$ cat src/rtl/control_sequencer.sv
// control_sequencer
//   Hardwired Moore control unit for the Datapath. Fetches an instruction
//   (T0-T2) and executes a three-register ALU operation (T3-T5).
//   All outputs are decoded from the state register and the latched
//   IR fields. They never depend directly on run or mem_ready.
//
// Ports
//   clk        in   system clock, rising edge
//   clr        in   asynchronous active-high reset
//   run        in   level; start or continue fetching (sampled in IDLE and T5)
//   mem_ready  in   memory read data valid
//   ir[31:0]   in   current Datapath IR value
//   enable     out  register load enables (bit map shared with busSelect)
//   busSelect  out  one-hot bus source select
//   MR_Read    out  memory read strobe to the MDR mux
//   inc_pc     out  PC increment request
//   alu_op     out  ALU opcode (valid in T4 only)
//   busy       out  high outside IDLE, HALT and FAULT
//   fault      out  sticky error flag (memory timeout or illegal opcode)
//
// Optional feature
//   INSTR_COUNT_EN: adds output instr_count[31:0], which counts completed
//   instructions (T5 exits) and wraps at 2^32.
module control_sequencer #(
    parameter int         MEM_TIMEOUT = 15,
    parameter logic [4:0] ALU_OP_MAX  = 5'b01011,
    parameter logic [4:0] HALT_OP     = 5'b11011
) (
    input  logic        clk,
    input  logic        clr,
    input  logic        run,
    input  logic        mem_ready,
    input  logic [31:0] ir,
    output logic [31:0] enable,
    output logic [31:0] busSelect,
    output logic        MR_Read,
    output logic        inc_pc,
    output logic [4:0]  alu_op,
    output logic        busy,
    output logic        fault
`ifdef INSTR_COUNT_EN
    ,
    output logic [31:0] instr_count
`endif
);

    localparam int BIT_ZLOW = 19;
    localparam int BIT_PC   = 20;
    localparam int BIT_MDR  = 21;
    localparam int BIT_IR   = 23;
    localparam int BIT_Z    = 24;
    localparam int BIT_MAR  = 25;
    localparam int BIT_Y    = 27;

    // The counter only has to reach MEM_TIMEOUT-1. The timeout fires on the
    // cycle that would take it to MEM_TIMEOUT.
    localparam int               WAIT_W    = (MEM_TIMEOUT > 1) ? $clog2(MEM_TIMEOUT) : 1;
    localparam logic [WAIT_W-1:0] WAIT_LAST = WAIT_W'(MEM_TIMEOUT - 1);

    typedef enum logic [3:0] {
        S_IDLE, S_T0, S_T1, S_T2, S_T3, S_T4, S_T5, S_HALT, S_FAULT
    } state_t;

    state_t            state_q, state_d;
    logic [WAIT_W-1:0] wait_cnt_q, wait_cnt_d;
    logic [4:0]        opcode_q, opcode_d;
    logic [3:0]        ra_q, ra_d;
    logic [3:0]        rb_q, rb_d;
    logic [3:0]        rc_q, rc_d;
    logic              fault_q, fault_d;
`ifdef INSTR_COUNT_EN
    logic [31:0]       count_q, count_d;
`endif

    // The low IR bits carry immediates. This unit does not decode them.
    logic unused_ir_bits;
    assign unused_ir_bits = ^ir[14:0];

    // Next-state logic. The wait counter defaults to clearing, so it only
    // holds a value while the FSM sits in T1 waiting for memory. The IR
    // fields are captured on the edge that leaves T2, so T3 and later states
    // decode a stable copy even if the Datapath IR changes afterwards.
    always_comb begin
        state_d    = state_q;
        wait_cnt_d = '0;
        opcode_d   = opcode_q;
        ra_d       = ra_q;
        rb_d       = rb_q;
        rc_d       = rc_q;
        fault_d    = fault_q;
`ifdef INSTR_COUNT_EN
        count_d    = count_q;
`endif
        case (state_q)
            S_IDLE: if (run) state_d = S_T0;
            S_T0:   state_d = S_T1;
            S_T1: begin
                if (mem_ready) begin
                    state_d = S_T2;
                end else if (wait_cnt_q == WAIT_LAST) begin
                    state_d = S_FAULT;
                    fault_d = 1'b1;
                end else begin
                    wait_cnt_d = wait_cnt_q + 1'b1;
                end
            end
            S_T2: begin
                state_d  = S_T3;
                opcode_d = ir[31:27];
                ra_d     = ir[26:23];
                rb_d     = ir[22:19];
                rc_d     = ir[18:15];
            end
            S_T3: begin
                if (opcode_q <= ALU_OP_MAX) begin
                    state_d = S_T4;
                end else if (opcode_q == HALT_OP) begin
                    state_d = S_HALT;
                end else begin
                    state_d = S_FAULT;
                    fault_d = 1'b1;
                end
            end
            S_T4: state_d = S_T5;
            S_T5: begin
                state_d = run ? S_T0 : S_IDLE;
`ifdef INSTR_COUNT_EN
                count_d = count_q + 32'd1;
`endif
            end
            S_HALT:  state_d = S_HALT;
            S_FAULT: state_d = S_FAULT;
            default: state_d = S_IDLE;
        endcase
    end

    // Every flop in the block. clr returns to IDLE immediately and clears
    // the sticky fault flag.
    always_ff @(posedge clk or posedge clr) begin
        if (clr) begin
            state_q    <= S_IDLE;
            wait_cnt_q <= '0;
            opcode_q   <= '0;
            ra_q       <= '0;
            rb_q       <= '0;
            rc_q       <= '0;
            fault_q    <= 1'b0;
`ifdef INSTR_COUNT_EN
            count_q    <= '0;
`endif
        end else begin
            state_q    <= state_d;
            wait_cnt_q <= wait_cnt_d;
            opcode_q   <= opcode_d;
            ra_q       <= ra_d;
            rb_q       <= rb_d;
            rc_q       <= rc_d;
            fault_q    <= fault_d;
`ifdef INSTR_COUNT_EN
            count_q    <= count_d;
`endif
        end
    end

    // Moore output decode from registered state and IR fields only.
    always_comb begin
        enable    = '0;
        busSelect = '0;
        MR_Read   = 1'b0;
        inc_pc    = 1'b0;
        alu_op    = '0;
        busy      = 1'b0;
        case (state_q)
            S_T0: begin
                busSelect[BIT_PC] = 1'b1;
                enable[BIT_MAR]   = 1'b1;
                enable[BIT_PC]    = 1'b1;
                inc_pc            = 1'b1;
                busy              = 1'b1;
            end
            S_T1: begin
                MR_Read         = 1'b1;
                enable[BIT_MDR] = 1'b1;
                busy            = 1'b1;
            end
            S_T2: begin
                busSelect[BIT_MDR] = 1'b1;
                enable[BIT_IR]     = 1'b1;
                busy               = 1'b1;
            end
            S_T3: begin
                busSelect[{1'b0, rb_q}] = 1'b1;
                enable[BIT_Y]           = 1'b1;
                busy                    = 1'b1;
            end
            S_T4: begin
                busSelect[{1'b0, rc_q}] = 1'b1;
                enable[BIT_Z]           = 1'b1;
                alu_op                  = opcode_q;
                busy                    = 1'b1;
            end
            S_T5: begin
                busSelect[BIT_ZLOW]  = 1'b1;
                enable[{1'b0, ra_q}] = 1'b1;
                busy                 = 1'b1;
            end
            default: ;
        endcase
    end

    assign fault = fault_q;
`ifdef INSTR_COUNT_EN
    assign instr_count = count_q;
`endif

endmodule

$ cat config.mk
export PLATFORM = sky130hd
export DESIGN_NAME = control_sequencer
export DESIGN_NICKNAME = d
export VERILOG_FILES = /design/src/rtl/control_sequencer.sv
export SDC_FILE = /design/constraint.sdc
export NUM_CORES = 1
export LEC_CHECK = 0
export ABC_AREA = 1
export CORE_MARGIN = 2
export CORE_UTILIZATION = 29
export DETAILED_ROUTE_END_ITERATION = 8
export GPL_TIMING_DRIVEN = 0
export PLACE_DENSITY = 0.65
export SETUP_SLACK_MARGIN = 0.15
export SYNTH_ARGS = -nofsm -noshare
export SYNTH_HDL_FRONTEND = slang
export SYNTH_SLANG_ARGS = --single-unit
$ cat constraint.sdc
create_clock -name clk -period 2.7 [get_ports clk]
set_clock_uncertainty 0.2 [all_clocks]
set_input_delay 0.54 -clock clk [delete_from_list [all_inputs] [get_ports clk]]
set_output_delay 0.54 -clock clk [all_outputs]
set_load 0.02 [all_outputs]
==> results of run 1 <==
==> state kept, by name (all words and copies together) (netlist names) <==
signal,count
fault,1
opcode_q,5
ra_q,4
rb_q,4
rc_q,4
state_q,4
wait_cnt_q,4
==> kinds of logic (layout without fill, tap and decap cells) <==
| kind of cell | count (synthesis) | after routing | synth area share (%) |
|---|---|---|---|
| xor gates and xnor gates | 2 | 2 | 0.987 |
| AOI/OAI and AO/OA | 36 | 36 | 11.4 |
| other | 1 | 23 | 0.211 |
| adders and majority gates | 2 | 2 | 1.41 |
| and+or+nand+nor | 113 | 113 | 28.5 |
| buffers and inverters | 67 | 147 | 20.8 |
| DFF | 26 | 26 | 36.7 |
==> worst max-delay path: stages, from the launching register on <==
cell	delay (ns)
dfrtp_2	0.45
inv_1	0.08
nand2_1	0.12
nor3_4	0.22
nand3_1	0.19
nor2_1	0.12
dlygate4sd2_1	0.34
==> power breakdown <==
group / switching [uW] / internal [uW] / leakage [uW] / total (uW)
registers: 138 / 554 / 0.000321 / 692
logic: 836 / 469 / 0.00106 / 1310
clock network: 131 / 198 / 0.0000357 / 329
total: 1100 / 1220 / 0.00142 / 2330
==> Yosys cell counts <==
cell      count
a21oi_1       2
buf_2         1
buf_4        31
conb_1        1
dfrtp_1      26
ha_1          2
inv_1        34
inv_2         1
nand2_1      47
nand3_1      20
nand3_2       1
nand4_1       3
nor2_1       37
nor2_4        4
nor3_4        1
o211ai_1      1
o21ai_0      16
o21ai_1       1
o22ai_1      16
xnor2_1       1
xor2_1        1
==> layout by cell type (no fill, tap or decap), types with 2 or more instances in the layout <==
cell type,instances
inv_1,34
nor2_1,35
ha_1,2
nand4_1,3
dfrtp_2,2
buf_2,9
dlygate4sd2_1,11
buf_4,41
dlymetal6s2s_1,2
conb_1,23
o21ai_0,16
nor2_2,2
clkbuf_2,21
dfrtp_1,24
nand2_1,47
nand3_1,14
clkdlybuf4s50_1,21
o22ai_1,15
clkbuf_8,3
a21oi_1,2
nand3_2,7
nor2_4,4
==> final timing paths <==
check,slack (ns),depth (start not counted),end
min in group asynchronous,0.60,2,ra_q[3]
setup / recovery,0.17,6,enable[15]
max in group asynchronous,1.03,2,state_q[3]
hold / removal,0.28,2,fault
setup reg to reg,1.13,7,ra_q[1]
hold reg to reg,0.28,2,fault
==> per-stage QoR <==
| step | worst slack (ns) | hold slack [ns] |
|---|---|---|
| after floorplan | 0.530 | 0.254 |
| after global placement | 0.117 | 0.257 |
| after detailed placement | 0.0742 | 0.261 |
| after CTS | 0.0591 | 0.285 |
| after global routing | 0.0377 | 0.294 |
| final | 0.170 | 0.275 |
==> routing by layer <==
| metal | vias up | GRT usage (%) | share of wire, % |
|---|---|---|---|
| li1 | 940 | - | - |
| met5 | - | 0 | 0 |
| met3 | 10 | 1.63 | 7.5 |
| met2 | 91 | 24.5 | 49 |
| met4 | 0 | 4.17 | 1.4 |
| met1 | 847 | 17.5 | 42 |
==> final cells by class <==
cell class | count | area [um^2]
clock buffers | 3 | 41.3
fillers | 642 | 3270
plain buffers | 32 | 240
well taps | 75 | 93.8
flip-flops and latches | 26 | 653
inverters | 35 | 131
repair buffers | 76 | 578
multi-input cells | 176 | 878
clock inverters | 1 | 30.0
==> repair_timing <==
item | in CTS | in global routing
pin swaps | 2 | 2
buffers inserted | 3 | 3
endpoints found under the hold margin | 0 | 0
resized for setup | 84 | 65
endpoints found under the setup margin | 48 | 40
==> flow_summary.ini, run 1 <==
[global_route]
grt_pass1_wl_mm = 7.33
grt_max_degree = 27
first_global_vias = 1627
grt_use_total_pct = 13.8
grt_overflow = 0
grt_antenna_before_repair = 0

[die]
dieArea_mm2 = 0.00676
rows = 28
initial_core_util_pct = 30.0
io_pins = 109
core_region_area_mm2 = 0.00592
die_y_um = 82.2
die_w_um = 82.2

[synthesis]
synth.largest_area_cell = dfrtp_1
yosysWarnings = 0
yosysSeqAreaShare_pct = 36.7
synthTopCellsByArea = dfrtp_1 (37%), buf_4 (13%), nand2_1 (9.9%)
postSynthAreaPerCell_um2 = 7.18
synth.distinct_cells = 21
synth_top_area_share_pct = 36.7
ys_ff_latch = 26
syn_inst = 247
syn_area_mm2 = 0.00177

[detailed_routing]
routed_via_density = 4.45
wl_mm = 4.94
dr.pass1.iters = 4
routedWlPerCell_um = 11.6
drcViolationCount = 0
drt_iter0_markers = 93
antenna_left = 0
num_vias = 1888

[layout]
diodes = 0
area_growth_syn_to_layout_pct = 49.2
drive_above_1_share_pct = 27.2
instances_no_fill = 424
final_util_pct = 44.7
stdcell_area_mm2 = 0.00265
final_nets = 388

[worst_setup_path]
required_ns = 1.96
r2r-start = state_q[2]
start_kind = flop
crit_start = state_q[3]
critical_path_class = reg2out
cp_max_fo = 5
endpoint_kind = primary output
worstPathArrival_ns = 1.79

[power_and_ir_drop]
power_uw = 2330
power.leakage_uw = 0.00142
ir_drop_mv = 0.369
powerDensity_mw_per_mm2 = 879

[cts]
cts_tree = done
cts_root_buf = clkbuf_8
cts_buffers = 3
h-tree-depth = 1
insertion_delay_ns = 0.27
clock-sinks = 26
clk_pin_slew_ns = 0.09
holdBufCountCts = 0
cts_max_path_buffers = 2

[placed_design]
gp_congestion = 0.827
io_buffers = 70
dp_hpwl_mm = 3.78
dp_cells = 414
place_area_mm2 = 0.00265

[sta]
max_freq_ghz = 0.395
setup_viol = 0
rsz0062_at_grt = yes
min_period_ns = 2.53
finalSetupTns_ns = 0
slew_headroom_pct = 33.3
drv_slew = 0
worstMarginPinSlew_ns = 1.00
final_hold_viol_count = 0
finalCritPeriodShare_pct = 93.7

[min_path]
hold_path.class = reg2reg
hold_path.startpoint = fault

[run_status]
status = finished clean

[run]
maxCapViolations = 0
Power figures use the tool's default switching activity.
==> inputs of run 2 (changes only) <==
Settings changed: REMOVE_ABC_BUFFERS set to 1.
==> run 2 against run 1 <==
Against the previous run:
- critical path depth is 2 higher
- wire length is 3.5% lower
- non-clock buffer count is 31 lower
- largest power group unchanged
==> flow_summary.ini, run 2 (synthesis gave the netlist of run 1 again) <==
[layout]
diodes = 0
layout_common_cells = nand2_1 (45), nor2_1 (36), inv_1 (34), buf_4 (25), dfrtp_1 (24)
final_common_cell = nand2_1
final_util_pct = 42.9
n_fill_cell = 637
area_growth_syn_to_layout_pct = 43.2
drive_above_1_share_pct = 22.6
final_nets = 358
top_register = opcode_q
largest_register_ffs = 5

[worst_setup_path]
required_ns = 1.96
cp_max_fo = 5
cpMaxStageDelayCell = dfrtp_1
start_kind = flop
r2r-start = state_q[2]
max_stage_delay_ns = 0.39
r2r_end = ra_q[1]
r2r_slack_ns = 0.86
endpoint_kind = primary output
worstPathArrival_ns = 1.76
crit_path_cell_trace = inv_1 > nor2_4 > nand2_2 > nor2_4 > buf_4 > nand3_2 > o22ai_1 > buf_4
critical_path_class = reg2out
worstRegToRegCells = 4

[power_and_ir_drop]
ir_drop_mv = 0.449
power.leakage_uw = 0.00137
powerDensity_mw_per_mm2 = 872
power_uw = 2210

[cts]
clk_pin_slew_ns = 0.09
cts_buffers = 3
cts_max_path_buffers = 2
holdBufCountCts = 0
insertion_delay_ns = 0.27
clock-sinks = 26
h-tree-depth = 1
cts_tree = done
cts_root_buf = clkbuf_8

[min_path]
worstHoldPathCells = 2
hold_path_end = fault
hold_path.startpoint = fault
hold_path.class = reg2reg

[detailed_routing]
routed_via_density = 4.45
drt_iter0_markers = 71
wl_mm = 4.77
num_vias = 1755
dr.pass1.iters = 4
routedWlPerCell_um = 12.1
antenna_left = 0
drcViolationCount = 0

[global_route]
grt_max_degree = 27
first_global_vias = 1564
grt_antenna_before_repair = 0
grt_pass1_wl_mm = 7.45
grt_overflow = 0
grt_use_total_pct = 14.2

[die]
die_y_um = 82.2
initial_core_util_pct = 30.0
die_w_um = 82.2
dieArea_mm2 = 0.00676
core_region_area_mm2 = 0.00592
io_pins = 109
rows = 28

[placed_design]
dp_hpwl_mm = 3.41
gp_congestion = 0.808
io_buffers = 70
place_ws_ns = -0.0531

[run_status]
status = finished clean

[sta]
drv_slew = 0
worstMarginPinSlew_ns = 0.993
setup_viol = 0
final_hold_viol_count = 0
finalSetupTns_ns = 0
max_freq_ghz = 0.400
whs_ns = 0.270
slew_headroom_pct = 33.7
min_period_ns = 2.50
fin_ws_ns = 0.203
finalCritPeriodShare_pct = 92.5
rsz0062_at_grt = yes

[run]
maxCapViolations = 0
==> run 2: changes by cell type in the layout (fill, tap and decap cells not counted), sizes merged <==
cell,previous run,this run
buf,50,30
clkbuf,25,12
nor2,41,42
dlymetal6s2s,2,9
bufinv,1,0
dlygate4sd2,11,8
clkdlybuf4s15,2,1
==> run 2: layer usage <==
layer | GRT usage (%) | share of wire, % | vias to the layer above
li1 | - | - | 882
met1 | 19.3 | 44 | 815
met2 | 23.9 | 50 | 54
met3 | 2.28 | 5.1 | 4
met4 | 3.00 | 0.44 | 0
met5 | 0 | 0 | -
==> run 2: worst max-delay path: cells and delay by family, from the launching register on <==
| family | cells | cell delay (ns) |
|---|---|---|
| AO/OA/AOI/OAI | 1 | 0.16 |
| AND/OR/NAND/NOR | 4 | 0.50 |
| flip-flops | 1 | 0.39 |
| buffers and inverters | 3 | 0.43 |
==> run 2: worst max-delay path by stage <==
stage	start	endpoint	slack, ns	depth (start not counted)
2_1_floorplan	state_q[3]	enable[10]	0.53	5
3_3_place_gp	state_q[0]	enable[23]	-0.03	3
3_5_place_dp	state_q[0]	busSelect[21]	-0.05	3
4_1_cts	state_q[3]	enable[25]	0.11	4
5_1_grt	state_q[2]	busSelect[15]	0.11	8
6_report	state_q[2]	busSelect[0]	0.20	8
==> run 2: final cells by class <==
| class | count | area, um^2 | area share (%) |
|---|---|---|---|
| inverter | 35 | 131 | 5.17 |
| multi-input combinational | 177 | 950 | 37.4 |
| clock buffer | 4 | 55.1 | 2.17 |
| timing repair buffer | 77 | 657 | 25.9 |
| sequential | 26 | 653 | 25.7 |
| tap | 75 | 93.8 | 3.69 |
==> run 2: report_power, final <==
| group | total, uW | internal [uW] | switching, uW |
|---|---|---|---|
| combinational | 1240 | 424 | 815 |
| clock | 250 | 130 | 120 |
| sequential | 725 | 555 | 170 |
==> run 2: repair_timing <==
item                                    4_1_cts  5_1_grt
resized for setup                            97       79
endpoints found under the hold margin         0        0
pin swaps                                     2        3
buffers inserted                              3        4
gates cloned                                  1        0
endpoints found under the setup margin       46       42
==> run 2: per-stage QoR <==
stage	std cells	instance area, um^2
2_1_floorplan	237	1620
4_1_cts	390	2430
5_1_grt	394	2540
3_3_place_gp	382	2410
6_report	394	2540
3_5_place_dp	382	2410
==> inputs of run 3 (changes only) <==
Settings changed: PLACE_DENSITY 0.65 to 0.72.
==> run 3 against run 2 <==
Against the previous run:
- combinational power decreased by 7%
- sequential cell count did not move
- via count grew 0.40%
- largest power group unchanged
- setup slack got worse by 0.068 ns
- die area stayed put
- hold slack improved by 0.0054 ns
- sequential power down 2%
- non-clock buffer count is 3 lower
- wire length down 3.0%
- first-iteration DRC count grew 28%
- fmax is 2.6% lower
==> flow_summary.ini, run 3 (synthesis gave the netlist of run 1 again) <==
[layout]
drive_above_1_share_pct = 19.3
largest_register_ffs = 5
stdcell_area_mm2 = 0.00248
final_nets = 355
area_growth_syn_to_layout_pct = 39.6
final_common_cell = nand2_1
n_fill_cell = 622
layout_common_cells = nand2_1 (47), nor2_1 (36), inv_1 (34), dfrtp_1 (24), conb_1 (23)
instances_no_fill = 391
top_register = opcode_q
diodes = 0

[placed_design]
dp_hpwl_mm = 3.37
io_buffers = 70
dp_cells = 382
gp_congestion = 0.839
place_area_mm2 = 0.00241

[sta]
max_freq_ghz = 0.390
finalCritPeriodShare_pct = 95.0
final_hold_viol_count = 0
slew_headroom_pct = 33.4
min_period_ns = 2.57
drv_slew = 0
worstMarginPinSlew_ns = 0.997
setup_viol = 0
rsz0062_at_grt = yes

[run]
maxCapViolations = 0

[power_and_ir_drop]
power_uw = 2110
power.leakage_uw = 0.00123
ir_drop_mv = 0.562
powerDensity_mw_per_mm2 = 852

[global_route]
grt_overflow = 0
grt_use_total_pct = 13.6
grt_max_degree = 27
grt_antenna_before_repair = 0
first_global_vias = 1560
grt_pass1_wl_mm = 7.16

[cts]
holdBufCountCts = 0
clk_pin_slew_ns = 0.09
clock-sinks = 26
cts_max_path_buffers = 2
h-tree-depth = 1
insertion_delay_ns = 0.26
cts_buffers = 3
cts_root_buf = clkbuf_8
cts_tree = done

[detailed_routing]
num_vias = 1762
antenna_left = 0
drt_iter0_markers = 91
wl_mm = 4.62
drcViolationCount = 0
routedWlPerCell_um = 11.8
routed_via_density = 4.51
dr.pass1.iters = 4

[worst_setup_path]
start_kind = flop
cp_max_fo = 7
worstPathArrival_ns = 1.83
endpoint_kind = primary output
required_ns = 1.96
critical_path_class = reg2out

[die]
core_region_area_mm2 = 0.00592
die_y_um = 82.2
rows = 28
io_pins = 109
dieArea_mm2 = 0.00676
initial_core_util_pct = 30.0
die_w_um = 82.2

[run_status]
status = finished clean

[min_path]
hold_path.class = reg2reg
run 3: final cells by class:
cell class / instances / area [um^2] / share of cell area, %
multi-input combinational: 177 / 873 / 35.3
sequential: 26 / 653 / 26.4
clock buffer: 4 / 55.1 / 2.22
tap: 75 / 93.8 / 3.79
inverter: 35 / 131 / 5.30
timing repair buffer: 74 / 671 / 27.1
run 3: timing repair:
action / in CTS / in global routing
endpoints found under the setup margin: 47 / 41
cloned: 1 / 0
gates resized for setup: 100 / 36
pin swaps: 3 / 1
buffers inserted: 3 / 1
run 3: critical path, stage by stage, from the launching register on:
cell and delay [ns]:
dfrtp_2 0.47, inv_2 0.12, nand2_1 0.10, nor2_4 0.18, nand3_1 0.17, o22ai_1 0.23, clkdlybuf4s15_2 0.29
run 3: routing by layer:
layer / vias to the layer above / track usage (%) / part of all wire, %
met4: 0 / 2.50 / 0.45
li1: 876 / - / -
met3: 6 / 2.17 / 4.5
met5: - / 0 / 0
met2: 64 / 23.6 / 49
met1: 816 / 18.0 / 46
run 3: power by group:
group	switching (uW)	leakage, uW	internal (uW)
logic	782	0.000882	370
registers	156	0.000322	555
clock network	119	0.0000288	130
total	1060	0.00123	1050
run 3: per-stage QoR:
stage          TNS (ns)  setup WS [ns]  util [%]  hold slack, ns
2_1_floorplan         0          0.530         -           0.254
3_3_place_gp    -0.0662        -0.0331      40.8           0.255
3_5_place_dp     -0.125        -0.0625      40.8           0.263
4_1_cts               0         0.0674      42.5           0.287
5_1_grt               0         0.0322      41.8           0.319
6_report              0          0.135      41.8           0.276
run 3: final timing paths:
kind | slack [ns] | endpoint | cells after the start | from
min in group asynchronous | 0.60 | ra_q[0] | 2 | clr
hold reg to reg | 0.28 | fault | 2 | fault
max in group asynchronous | 1.02 | state_q[0] | 2 | clr
hold / removal | 0.28 | fault | 2 | fault
setup / recovery | 0.13 | busSelect[8] | 6 | state_q[1]
setup reg to reg | 0.86 | opcode_q[2] | 4 | state_q[2]
